$ cat config.mk
export PLATFORM = sky130hd
export DESIGN_NAME = rca_seq_adder
export DESIGN_NICKNAME = d
export VERILOG_FILES = /design/src/rtl/rca_seq_adder.sv
export SDC_FILE = /design/constraint.sdc
export NUM_CORES = 1
export LEC_CHECK = 0
export BUFFER_PORTS_ARGS = -buffer_cell sky130_fd_sc_hd__buf_2
export CAP_MARGIN = 20
export CORE_AREA = 2 2 103 105
export DETAILED_ROUTE_END_ITERATION = 12
export DIE_AREA = 0 0 105 107
export GPL_ROUTABILITY_DRIVEN = 1
export REMOVE_ABC_BUFFERS = 1
export SYNTH_ARGS = -nofsm -noshare
export SYNTH_HDL_FRONTEND = slang
export SYNTH_SLANG_ARGS = --single-unit
$ cat constraint.sdc
create_clock -name clk -period 2.3 [get_ports clk]
set_input_delay 0.115 -clock clk [delete_from_list [all_inputs] [get_ports clk]]
set_output_delay 0.115 -clock clk [all_outputs]
set_load 0.03 [all_outputs]
$ cat src/rtl/rca_seq_adder.sv
// rtl/rca_seq_adder.sv - nibble-serial WIDTH-bit adder sequencer around an external 4-bit RCA stage
// Define RCA_SEQ_OVF_EN to add the registered signed-overflow output result_ovf.
module rca_seq_adder #(
  parameter int WIDTH = 16
) (
  input  logic             clk,
  input  logic             rst,
  input  logic             in_valid,
  output logic             in_ready,
  input  logic [WIDTH-1:0] op_a,
  input  logic [WIDTH-1:0] op_b,
  input  logic             op_cin,
  output logic             out_valid,
  input  logic             out_ready,
  output logic [WIDTH-1:0] result,
  output logic             result_cout,
`ifdef RCA_SEQ_OVF_EN
  output logic             result_ovf,
`endif
  output logic [3:0]       add_a,
  output logic [3:0]       add_b,
  output logic             add_cin,
  input  logic [3:0]       add_sum,
  input  logic             add_cout
);

  localparam int NIBBLES = WIDTH / 4;
  localparam int IDXW = (NIBBLES > 1) ? $clog2(NIBBLES) : 1;
  localparam logic [IDXW-1:0] LAST_IDX = IDXW'(NIBBLES - 1);

  localparam logic [1:0] ST_IDLE = 2'd0;
  localparam logic [1:0] ST_RUN  = 2'd1;
  localparam logic [1:0] ST_DONE = 2'd2;

  logic [1:0]       state;
  logic [IDXW-1:0]  idx;
  logic             carry_reg;
  logic [WIDTH-1:0] a_reg;
  logic [WIDTH-1:0] b_reg;
  logic             accept;
  logic             last;
  logic             in_run;
  logic [3:0]       a_nib;
  logic [3:0]       b_nib;

  assign in_ready = (state == ST_IDLE);
  assign accept   = in_valid && in_ready;
  assign in_run   = (state == ST_RUN);
  assign last     = (idx == LAST_IDX);

  // Nibble select by compare loop keeps the mux clean for non-power-of-two NIBBLES.
  always_comb begin
    a_nib = 4'h0;
    b_nib = 4'h0;
    for (int i = 0; i < NIBBLES; i++) begin
      if (idx == IDXW'(i)) begin
        a_nib = a_reg[4*i +: 4];
        b_nib = b_reg[4*i +: 4];
      end
    end
  end

  assign add_a   = in_run ? a_nib : 4'h0;
  assign add_b   = in_run ? b_nib : 4'h0;
  assign add_cin = in_run ? carry_reg : 1'b0;

  always_ff @(posedge clk) begin
    if (rst) begin
      state       <= ST_IDLE;
      idx         <= '0;
      carry_reg   <= 1'b0;
      a_reg       <= '0;
      b_reg       <= '0;
      result      <= '0;
      result_cout <= 1'b0;
      out_valid   <= 1'b0;
`ifdef RCA_SEQ_OVF_EN
      result_ovf  <= 1'b0;
`endif
    end else begin
      case (state)
        ST_IDLE: begin
          if (accept) begin
            a_reg     <= op_a;
            b_reg     <= op_b;
            carry_reg <= op_cin;
            idx       <= '0;
            result    <= '0;
`ifdef RCA_SEQ_OVF_EN
            result_ovf <= 1'b0;
`endif
            state     <= ST_RUN;
          end
        end
        ST_RUN: begin
          for (int i = 0; i < NIBBLES; i++) begin
            if (idx == IDXW'(i)) begin
              result[4*i +: 4] <= add_sum;
            end
          end
          carry_reg <= add_cout;
          if (last) begin
            result_cout <= add_cout;
`ifdef RCA_SEQ_OVF_EN
            result_ovf  <= (add_a[3] == add_b[3]) && (add_sum[3] != add_a[3]);
`endif
            out_valid   <= 1'b1;
            state       <= ST_DONE;
          end else begin
            idx <= idx + 1'b1;
          end
        end
        ST_DONE: begin
          if (out_ready) begin
            out_valid <= 1'b0;
            state     <= ST_IDLE;
          end
        end
        default: begin
          state     <= ST_IDLE;
          out_valid <= 1'b0;
        end
      endcase
    end
  end

endmodule

Yosys cells after proc, flatten, opt, wreduce, memory -nomap -nowiden
Index checks and enable logic that the tools add are counted.
{ "word_totals": {"n_memories": 0, "latch_bits": 0, "input_bits": 42, "mem_bits_ro": 0, "ramBits": 0, "output_inout_bits": 28, "wordCells": 68, "regBits": 55} }
{ "classes": {"n_eq_ne": 12, "div_mod_pow": 0, "n_shift": 0, "n_mul": 0, "n_mux": 29, "reduce_logical": 14, "bitwise": 1, "order_cmp": 0, "addsub": 1} }
{ "op_table": {"columns": ["cell", "count"], "rows": [
  ["$mux 4", 14],
  ["$pmux 16 s2", 1],
  ["$reduce_and 3->1", 7],
  ["$mux 16", 1],
  ["$mux 2", 5],
  ["$ne 2x1->1 const B", 4],
  ["$eq 2x2->1 const B", 3],
  ["$ne 2x2->1 const B", 3],
  ["$pmux 2 s3", 1],
  ["$reduce_and 2->1", 3],
  ["$eq 2x1->1 const B", 2],
  ["$logic_not 2->1", 2],
  ["$mux 1", 4],
  ["$pmux 2 s2", 1],
  ["$pmux 1 s3", 1],
  ["$add 2x1->2 const B", 1],
  ["$pmux 1 s2", 1],
  ["$reduce_bool 2->1", 1],
  ["$logic_and 1x1->1", 1],
  ["$not 1->1", 1]
]} }

Logic depth before layout (Yosys ltp)
{ "logic_depth": {"depth_word": 6, "ltp_mapped": 7, "depth_no_buf": 5} }

Worst setup path after synthesis
No wires, ideal clock.
{ "synth_path": {"path_kind": "register to output", "start": "register idx[1]", "end": "output add_b[1]", "required_ns": 2.185, "path_buffers": 2, "t_arrival_ns": 2.129, "slack_ns": 0.056, "stages_incl_launch_ff": 8, "path_cell_list": "dfxtp_1 inv_1 ha_1 buf_2 nor2b_1 buf_4 a221oi_1 o41ai_1"} }
{ "synth_between": {"elab_chain_len": 6, "elab_cells_between_ends": 9, "cone_classes": "3 x eq/ne; 5 x mux; 1 x reduce/logical"} }
{ "synth_rtl": {"columns": ["element", "line", "source"], "rows": [
  ["start: declaration", "36", "logic [IDXW-1:0] idx;"],
  ["start signal: assignment", "110", "idx <= idx + 1'b1;"],
  ["$logic_not 2->1", "56", "if (idx == IDXW'(i)) begin"],
  ["$mux 4 (3 in a row)", "56", null],
  ["$mux 4 *", "56", null],
  ["$mux 4 *", "64", "assign add_b = in_run ? b_nib : 4'h0;"],
  ["end: declaration", "21", "output logic [3:0] add_b,"]
]} }
Mark *: on every way between the ends. The rest lies on a longest branch, timed or not.

Worst setup path after layout
{ "layout_path": {"start": "register idx[1]", "end": "output add_b[2]"} }
Same word-level chain as after synthesis.

==> flow_summary.ini <==
[synthesis]
ys_seq_area_share_pct = 44.69
synth_area_per_cell_um2 = 8.584
syn_area_um2 = 2464
synth-edff-count = 0
syn_inst = 287
ys_async_sr_fraction_pct = 0
synth_seq_cells = 55
yosys.cell_types.count = 29
ys_warn_count = 0
synth_largest_area_cell = dfxtp_1
ys_top_cells_by_count = nand2_1, dfxtp_1, a21oi_1
ys.flop_type = dfxtp_1
synth_most_common_cell = nand2_1
synthTopCellsByArea = dfxtp_1, nand2_1, a21oi_1, mux2i_1, nand2b_1
synth_top_area_share_pct = 44.69

[placement]
io_buffers = 69
dp_slack_ns = 0.4117
hpwlAfterDp_um = 4398
routabilityCongestion = 0.7124
place_area_um2 = 2889

[pwr]
power_per_cell_area_nw_per_um2 = 635.0
peakVddDrop_uv = 216.4
leakage_nw = 1.283

[sta]
tns_ns = 0
report.final.slew_viol_count = 0
fmax_ghz = 0.4666
worst_pin_slew_ns = 0.8384
hold_ws_ns = 0.03517
setup-violations-final = 0
fin_crit_ns = 2.143
hold_violations = 0
fin_worst_skew_ns = 0.009595
rsz0062_at_grt = no
slew_headroom_pct = 44.11
setup_slack_ns = 0.1568
timing.final.crit_share_pct = 93.18

[cts]
worstSkewPairLatency_ns = 0.31
cts_root_buffer = clkbuf_8
clockBufferDepth = 2
cts_tree = yes
clk_transition_reported_paths_ns = 0.10
cts_buffers = 5
cts_sinks = 55
cts_htree_levels = 2
postCtsSetupBuffers = 0
holdBufCountCts = 0
cts_resized = 0

[setup_path]
rr_startpoint = idx[0]$_SDFFE_PP0P_
cp.required_ns = 2.18
worstSetupPathType = flop to output port
cp-end-kind = output port
critical_path_peak_fanout = 8
crit_slowest_cell = dfxtp_1
critPathTopFamily = buffers and inverters
cp.arrival_ns = 2.03
rr_endpoint = result[13]$_SDFFE_PP0P_
reg2reg_depth = 4
path_cells = inv_1, ha_1, nor2b_1, buf_4, a221oi_1, o41ai_1, buf_2
cp_slowest_stage_delay_ns = 0.39
path_buf_inv = 3
r2r_slack_ns = 0.49
start_kind = flop

[job]
maxCapViolCount = 0

[layout]
num-nets-final = 394
nFillCells = 1135
drive_gt1_share_pct = 25.29
area_growth_pct = 21.38
diodes = 0
final_util_pct = 29.63
fin_area_um2 = 2990

[outcome]
status = complete, no violations

[floorplan]
die_x_um = 105
std_cell_rows = 37
dieArea_um2 = 11240
core-area_um2 = 10090
die_y_um = 107
io_pins = 70
start_util_pct = 24.41

[global_route]
grt_pass1_wl_um = 10070
antenna_found_initial = 0
first_global_vias = 2132
track_usage_pct = 11.07
grt_max_degree = 40
overflow = 0

[detailed_routing]
drt-pass1-iter-count = 4
drc = 0
vias_per_cell = 4.469
wl_um = 6236
num_vias = 2163
detail-route-antenna-nets = 0
drt_iter0_drc = 90
wl_per_cell_um = 12.88

[hold_path]
holdCritStartpoint = op_b[11]
holdPathStages = 3
holdPathEnd = b_reg[11]$_SDFFE_PP0P_
hold_class = input pin to flop
==> through the flow <==
stage	power, mW	instances
floorplan	1.235	263
global placement	1.365	477
detailed placement	1.373	477
CTS	1.922	484
global route	1.988	484
finish	1.899	484
==> power by group <==
group	internal, mW	total (mW)	switching (mW)
Sequential	1.00	1.03	0.0264
Clock	0.243	0.550	0.307
Combinational	0.125	0.321	0.196
==> layout by cell type, fill, tap and decap left out, types with 3 or more instances in the layout <==
master    Yosys  routed
a21o_1        4       4
a21oi_1      37      37
a221oi_1      8       8
buf_2         4      69
buf_4         2       9
clkbuf_8      0       6
dfxtp_1      55      55
ha_1          4       3
mux2i_1      16      16
nand2_1      71      71
nand2b_1     19      19
nand3_1       9       9
nand3b_1      6       6
nor2_1        4       4
nor2b_1      10      10
o41ai_1       8       7
==> logic make-up (layout without fill, tap and decap cells) <==
logic type                 Yosys count  in the layout  synth area share (%)
AOI/OAI and AO/OA                   61             61                 15.54
adders and majority gates            4              4                 2.032
buffers and inverters               26             87                 6.704
DFF                                 55             55                 44.69
muxes                               16             16                 6.501
and+or+nand+nor                    125            125                 24.53
==> area by class of cell <==
| type | count | area [um2] | share of cell area, % |
|---|---|---|---|
| Clock buffer | 6 | 82.58 | 2.762 |
| Clock inverter | 1 | 8.758 | 0.2929 |
| Inverter | 2 | 7.507 | 0.2510 |
| Multi-Input combinational cell | 206 | 1207 | 40.38 |
| Sequential cell | 55 | 1101 | 36.82 |
| Tap cell | 136 | 170.2 | 5.690 |
| Timing Repair Buffer | 78 | 412.9 | 13.81 |
==> metal layers <==
layer / vias up / global-route usage (%) / wire, um
met5: - / 0 / 0
met3: 10 / 1.884 / 212
met4: 0 / 3.810 / 100
met2: 45 / 19.20 / 3059
met1: 1012 / 13.88 / 2863
li1: 1096 / - / -
==> worst max-delay path by stage <==
stage	start	slack, ns	depth (start not counted)	end
after floorplan	idx[1]$_SDFFE_PP0P_	-0.06	5	add_a[0]
after global placement	idx[0]$_SDFFE_PP0P_	0.47	5	add_b[0]
after detailed placement	idx[0]$_SDFFE_PP0P_	0.41	5	add_b[0]
after CTS	idx[0]$_SDFFE_PP0P_	0.05	5	add_b[0]
after global routing	idx[0]$_SDFFE_PP0P_	0.006	4	add_b[0]
final	idx[1]$_SDFFE_PP0P_	0.16	7	add_b[2]
==> worst min-delay path, stage by stage <==
cell and delay, ns:
buf_2 0.09, nand2_1 0.05, a21oi_1 0.05
No activity file was read; power rests on OpenSTA's default activity.
